**src/rtl/jx2_ic_tile_c.sv**
```systemverilog
// Direct-mapped 16-byte-line instruction tile cache, even/odd banked so a fetch window may straddle two lines.
// Optional next-line prefetch on hits is enabled by defining JX2_ICTILE_PREFETCH_EN.
module jx2_ic_tile_c #(
  parameter int ICLINES = 8,
  parameter int PADDR_W = 48
) (
  input  logic         clock,
  input  logic         reset,
  input  logic [63:0]  regInPc,
  input  logic         regInFlush,
  output logic [47:0]  regOutPcVal,
  output logic [1:0]   regOutPcOK,
  output logic [1:0]   regOutPcStep,
  input  logic [127:0] memPcData,
  input  logic [1:0]   memPcOK,
  output logic [47:0]  memPcAddr,
  output logic [4:0]   memPcOpm
);
  localparam logic [1:0] UMEM_OK_OK       = 2'b01;
  localparam logic [1:0] UMEM_OK_HOLD     = 2'b10;
  localparam logic [4:0] UMEM_OPM_READY   = 5'h00;
  localparam logic [4:0] UMEM_OPM_RD_TILE = 5'h07;

  localparam int IDX_W  = $clog2(ICLINES);
  localparam int LINE_W = PADDR_W - 4;
  localparam int TAG_W  = LINE_W - IDX_W;
  localparam int BANK_N = ICLINES / 2;
  localparam int BANK_W = (IDX_W > 1) ? IDX_W - 1 : 1;

  typedef enum logic [1:0] {IDLE, REQ, FILL} state_t;

  function automatic logic [BANK_W-1:0] bankEnt(input logic [LINE_W-1:0] a);
    logic [IDX_W-1:0] i;
    i = a[IDX_W-1:0] >> 1;
    return i[BANK_W-1:0];
  endfunction

  function automatic logic [TAG_W-1:0] lineTag(input logic [LINE_W-1:0] a);
    return a[LINE_W-1:IDX_W];
  endfunction

  logic [127:0]     evData [BANK_N];
  logic [127:0]     odData [BANK_N];
  logic [TAG_W-1:0] evTag  [BANK_N];
  logic [TAG_W-1:0] odTag  [BANK_N];
  logic [BANK_N-1:0] evValid, odValid;

  state_t            state, stateNxt;
  logic [LINE_W-1:0] reqLine, reqLineNxt;
  logic              flushSeen, flushSeenNxt;
  logic [127:0]      fillData;

  // Line L and L+1 always differ in index parity, so each bank serves exactly one of them.
  // L+1 is a full line-address increment, which carries into the tag on index wrap.
  logic [LINE_W-1:0] lineL, lineN, lineEv, lineOd;
  logic [BANK_W-1:0] evEnt, odEnt, wrEnt;
  logic              evHit, odHit, hitL, hitN, needN, arrHit;
  logic [127:0]      dataL, dataN;
  logic [255:0]      pairWin, shiftWin;

  assign lineL  = regInPc[PADDR_W-1:4];
  assign lineN  = lineL + 1'b1;
  assign lineEv = lineL[0] ? lineN : lineL;
  assign lineOd = lineL[0] ? lineL : lineN;
  assign evEnt  = bankEnt(lineEv);
  assign odEnt  = bankEnt(lineOd);
  assign wrEnt  = bankEnt(reqLine);

  assign evHit  = evValid[evEnt] && (evTag[evEnt] == lineTag(lineEv));
  assign odHit  = odValid[odEnt] && (odTag[odEnt] == lineTag(lineOd));
  assign hitL   = lineL[0] ? odHit : evHit;
  assign hitN   = lineL[0] ? evHit : odHit;
  assign dataL  = lineL[0] ? odData[odEnt] : evData[evEnt];
  assign dataN  = lineL[0] ? evData[evEnt] : odData[odEnt];
  assign needN  = regInPc[3:1] > 3'd5;
  assign arrHit = hitL && (!needN || hitN);

  assign pairWin     = {dataN, dataL};
  assign shiftWin    = pairWin >> {regInPc[3:1], 4'b0000};
  assign regOutPcVal = shiftWin[47:0];
  assign regOutPcOK  = (arrHit && !regInFlush) ? UMEM_OK_OK : UMEM_OK_HOLD;

  always_comb begin
    regOutPcStep = 2'b00;
    if (regOutPcOK == UMEM_OK_OK) begin
      if (regOutPcVal[15:10] == 6'b111111)
        regOutPcStep = 2'b11;
      else if (regOutPcVal[15:12] == 4'b1111)
        regOutPcStep = 2'b10;
      else
        regOutPcStep = 2'b01;
    end
  end

  always_comb begin
    stateNxt     = state;
    reqLineNxt   = reqLine;
    flushSeenNxt = flushSeen | regInFlush;
    memPcOpm     = UMEM_OPM_READY;
    memPcAddr    = '0;
    case (state)
      IDLE: begin
        flushSeenNxt = 1'b0;
        if (!hitL) begin
          stateNxt   = REQ;
          reqLineNxt = lineL;
        end else if (needN && !hitN) begin
          stateNxt   = REQ;
          reqLineNxt = lineN;
        end
`ifdef JX2_ICTILE_PREFETCH_EN
        else if (!hitN && !regInFlush) begin
          stateNxt   = REQ;
          reqLineNxt = lineN;
        end
`endif
      end
      REQ: begin
        memPcOpm                = UMEM_OPM_RD_TILE;
        memPcAddr[PADDR_W-1:4]  = reqLine;
        if (memPcOK == UMEM_OK_OK)
          stateNxt = FILL;
      end
      FILL:    stateNxt = IDLE;
      default: stateNxt = IDLE;
    endcase
  end

  always_ff @(posedge clock or negedge reset) begin
    if (!reset) begin
      state     <= IDLE;
      reqLine   <= '0;
      flushSeen <= 1'b0;
    end else begin
      state     <= stateNxt;
      reqLine   <= reqLineNxt;
      flushSeen <= flushSeenNxt;
    end
  end

  // A flush anywhere in the transaction leaves the filled line invalid.
  always_ff @(posedge clock or negedge reset) begin
    if (!reset) begin
      evValid <= '0;
      odValid <= '0;
    end else if (regInFlush) begin
      evValid <= '0;
      odValid <= '0;
    end else if (state == FILL && !flushSeen) begin
      if (reqLine[0]) odValid[wrEnt] <= 1'b1;
      else            evValid[wrEnt] <= 1'b1;
    end
  end

  always_ff @(posedge clock) begin
    if (state == REQ && memPcOK == UMEM_OK_OK)
      fillData <= memPcData;
    if (state == FILL) begin
      if (reqLine[0]) begin
        odData[wrEnt] <= fillData;
        odTag[wrEnt]  <= lineTag(reqLine);
      end else begin
        evData[wrEnt] <= fillData;
        evTag[wrEnt]  <= lineTag(reqLine);
      end
    end
  end

  logic unusedPc;
  assign unusedPc = ^{regInPc[63:PADDR_W], regInPc[0]};
endmodule

```
**config.mk**
```make
export PLATFORM = sky130hd
export DESIGN_NAME = jx2_ic_tile_c
export DESIGN_NICKNAME = d
export VERILOG_FILES = /design/src/rtl/jx2_ic_tile_c.sv
export SDC_FILE = /design/constraint.sdc
export NUM_CORES = 2
export LEC_CHECK = 0
export CORE_MARGIN = 5
export CORE_UTILIZATION = 50
export DETAILED_ROUTE_END_ITERATION = 6
export GPL_TIMING_DRIVEN = 0
export PLACE_DENSITY_LB_ADDON = 0.3
export SLEW_MARGIN = 10
export SYNTH_ARGS = -nofsm -noshare
export SYNTH_HDL_FRONTEND = slang
export SYNTH_SLANG_ARGS = --single-unit
```
**constraint.sdc**
```tcl
create_clock -name clock -period 15 [get_ports clock]
set_clock_uncertainty 0.2 [all_clocks]
set_input_delay 3.75 -clock clock [delete_from_list [all_inputs] [get_ports clock]]
set_output_delay 3.75 -clock clock [all_outputs]
set_load 0.1 [all_outputs]
```
==> summary.md <==
| Metric | Value |
|---|---|
| Initial DRC Count | 5053 |
| Post-synthesis cell area | 63910 um2 |
| Adder-cell area share of the yosys netlist | 0.0003916 |
| 1st-pass router iterations | 7 |
| Total core area | 127400 um2 |
| EDFF count, synth | between 1000 and 1500 |
| Layout cells sized above 1 | 0.1858 |
| Worst Hold Class | reg -> reg |
| CP endpoint kind | output port |
| CTS tree | yes |
| Arrival time worst endpoint | 10.97 ns |
| Max stage delay on crit path | approximately 0.74 ns |
| Crit-path max FO | 17 |
| Synth Area in Compound Gates | 0.06256 |
| Residual DRC | 1 |
| Syn avg cell area | 16.17 um2 |
| Max Buffers Root-to-Sink | 3 |
| Post-CTS Hold Buffers | 0 |
| Status | finished with violations |
| Rows | 131 |
| Most common cell after layout, fill and taps aside | edfxtp_1 |
| Lkg Pwr | between 20 and 25 nW |
| CP Data Required Time | 11.05 ns |
| Worst setup path class | in -> out |
| Slew @ Worst Pin | 1.228 ns |
| Pin count of the biggest net entering global routing | 56 |
| Starting density of the core | 0.5018 |
| Critical path cell sequence | clkdlybuf4s50_1 > buf_6 > clkinvlp_4 > clkbuf_4 > clkbuf_4 > buf_2 > clkbuf_4 > ha_1 > buf_2 > nor2_2 > buf_6 > mux4_2 > xor2_1 > nor4_2 > nand4_1 > or4_1 > nor4b_4 > o21ai_1 > a21o_2 > nor2b_1 > buf_4 |
| Routed Antenna Nets | 0 |
| Distinct cells, synth | 88 |
| Setup TNS Final | 0 ns |
| CP Launch Type | input pin |
| I/O pins | between 300 and 400 |
| Setup violations, final | 0 |
| Asr flop ratio synth | 0.03583 |
| Final Max Slew Viols | 0 |
| Buf+Inv Stages, Crit Path | 10 |
| Post-synthesis mux area share | 0.1077 |
| Gate Count Post-Synth | 3952 |
| PortBufs | between 200 and 250 |
| Gpl congestion | 0.9874 |
| Main synth FF type | edfxtp_1 |
| Post-DR wirelength/cell | 31.71 um |
| Final non-filler cell area | roughly 76000 um2 |
| Simple-Gate Fraction of Synth Area | 0.07189 |
| Most frequent cells in the layout | 1480 x edfxtp_1, 464 x nand2_1, 227 x mux4_2 |
| First-pass GRT wire length | 282700 um |
| H-tree depth reported by CTS | 4 |
| Post-Route WL | 198900 um |
| CTS root buf | clkbuf_16 |
| Total number of vias | 39550 |
| Drt via density | 6.305 |
| GRT overflow | 0 |
| Most numerous cell on the critical path | clkbuf_4 |
| Clock-pin slew on the worst setup and hold paths | 0.07 ns |
| Max_cap viols | 0 |
| Hold Vio Cnt, Final | 0 |
| Fin crit share | 0.9946 |
| Failing checks | design-rule violations |
| Power density over cell area | approximately 150 nW/um2 |
| Die X | 367.5 um |
| CP max-delay cell | nor4_2 |
| Number of global-route vias before repair | 38960 |
| Flops & latches, synth | 1535 |
| Yosys warnings | 0 |
| Initial antenna violation count | 10 |
| Register area share after synthesis | 0.7170 |
| Largest family of logic cells by synthesized area | multiplexers |
| Nets | 4680 |
| Max frequency | roughly 0.067 GHz |
| Sink Count | 1535 |
| HPWL after DPL | 144400 um |
| CP delay by family, top | buffers and inverters |
| Later-pin clock latency in the skew report | 0.79 ns |
| Total CTS buffers | 156 |
| Area of placed instances | 70360 um2 |
| Tot GR Track Use | 0.2915 |
| Synth-to-Final Area Change | 18.40% |
| XOR/XNOR Fraction of Synth Area | 0.01991 |
| Die area | about 140000 um2 |
| RSZ-0062 raised after global routing | false |
| Relative slew slack | 0.1811 |
| VDD IR max | approximately 0.16 mV |
| Die H | 367.5 um |
| Min Tclk post-route | roughly 15 ns |
-- flip-flops by register name (all words and copies together), names as in the netlist --
name / flops
state: 2
fillData: 128
evValid: 4
evTag: 164
odData: 512
odValid: 4
evData: 512
reqLine: 44
odTag: 164
flushSeen: 1
-- per-layer routing --
layer | up-vias | track usage | routed length (um)
li1 | 16630 | - | -
met1 | 20330 | 0.4060 | 78720
met2 | 2254 | 0.4560 | 92670
met3 | 336 | 0.06623 | 19880
met4 | 4 | 0.1054 | 7617
met5 | - | 0 | 26
-- power by group --
part / switching, mW / leakage, nW / internal, mW
logic: 1.52 / 8.41 / 0.631
clock network: 1.63 / 2.39 / 2.11
registers: 0.303 / 14.0 / 5.07
total: 3.45 / 24.8 / 7.81
-- final cells by class --
class,instances,area (um2)
Sequential cell,1535,45820
Fill cell,9394,51690
Clock inverter,91,757.0
Tap cell,1662,2079
Buffer,273,1390
Inverter,19,75.07
Antenna cell,3,7.507
Clock buffer,194,4170
Timing Repair Buffer,370,4272
Multi-Input combinational cell,2126,17090
-- worst register-to-register path, stage by stage, from the launching register on --
cell and delay (ns):
edfxtp_1 0.37, mux4_2 0.48, xor2_1 0.22, mux2i_1 0.25, or4_1 0.59, or4_1 0.67
nor4_1 0.31, clkbuf_1 0.68, nor2_1 0.41, clkbuf_1 0.42, or2_2 0.39, a31oi_1 0.19
-- what timing repair did --
item,CTS,global route
pin swaps,7,0
gates resized for setup,391,17
gates cloned,0,0
endpoints found under the setup margin,52,27
buffers inserted,7,0
-- synthesized netlist by cell type, types with 8 or more instances --
cell type	count	area (um2)
edfxtp_1	1480	44440
nand2_1	465	1745
mux4_2	227	5112
o21ai_0	165	825.8
clkbuf_1	159	596.8
nor2_1	131	491.7
a31oi_1	108	675.7
mux2i_1	94	940.9
a21oi_1	92	460.4
nor3_1	85	425.4
xnor2_1	79	691.9
nand3_1	57	285.3
dfrtp_1	55	1376
xor2_1	54	473.0
and2_1	51	319.1
buf_1	49	183.9
o211ai_1	39	292.8
a311oi_1	36	315.3
mux2_2	33	371.6
buf_2	32	160.2
o221ai_1	31	271.5
buf_4	30	225.2
o22ai_1	30	187.7
nand4_1	29	181.4
nor4_1	26	162.7
mux2_4	23	345.3
or3_1	22	137.6
a211oi_1	21	157.7
a21o_1	21	157.7
o21a_1	19	142.6
and3_1	18	112.6
inv_1	18	67.56
a22o_1	11	96.34
nand2b_1	11	68.82
or4_1	11	82.58
mux2_1	10	112.6
nor2b_1	10	62.56
nor3b_1	8	60.06
-- metrics by stage --
step	cells	setup slack, ns	total power, mW	hold slack, ns	util
2_1_floorplan	3957	-0.2350	6.753	0.2573	-
3_3_place_gp	5868	-9.478	7.563	0.2742	0.5380
3_5_place_dp	5982	-5.005	7.562	0.2885	0.5525
4_1_cts	6271	0.008785	11.28	0.3021	0.5940
5_1_grt	6270	0.004654	11.58	0.3529	0.5940
6_report	6273	0.08034	11.26	0.3058	0.5941
-- kinds of logic after synthesis --
family                     Yosys count
muxes                              387
other                                1
adders and majority gates            2
xor gates and xnor gates           138
and+or+nand+nor                    973
AOI/OAI and AO/OA                  620
buffers and inverters              296
DFF                               1535
-- final timing paths --
path                         startpoint         endpoint  slack, ns  cells after the start
min in group asynchronous         reset      reqLine[37]       2.75                      2
min reg2reg                  odValid[1]       odValid[1]       0.31                      2
max in group asynchronous         reset       reqLine[3]      11.52                      2
max reg2reg                evTag[1][18]       reqLine[1]       9.76                     11
min                          odValid[1]       odValid[1]       0.31                      2
max                          regInPc[4]  regOutPcStep[1]       0.08                     21
No activity file was read; power rests on OpenSTA's default activity.
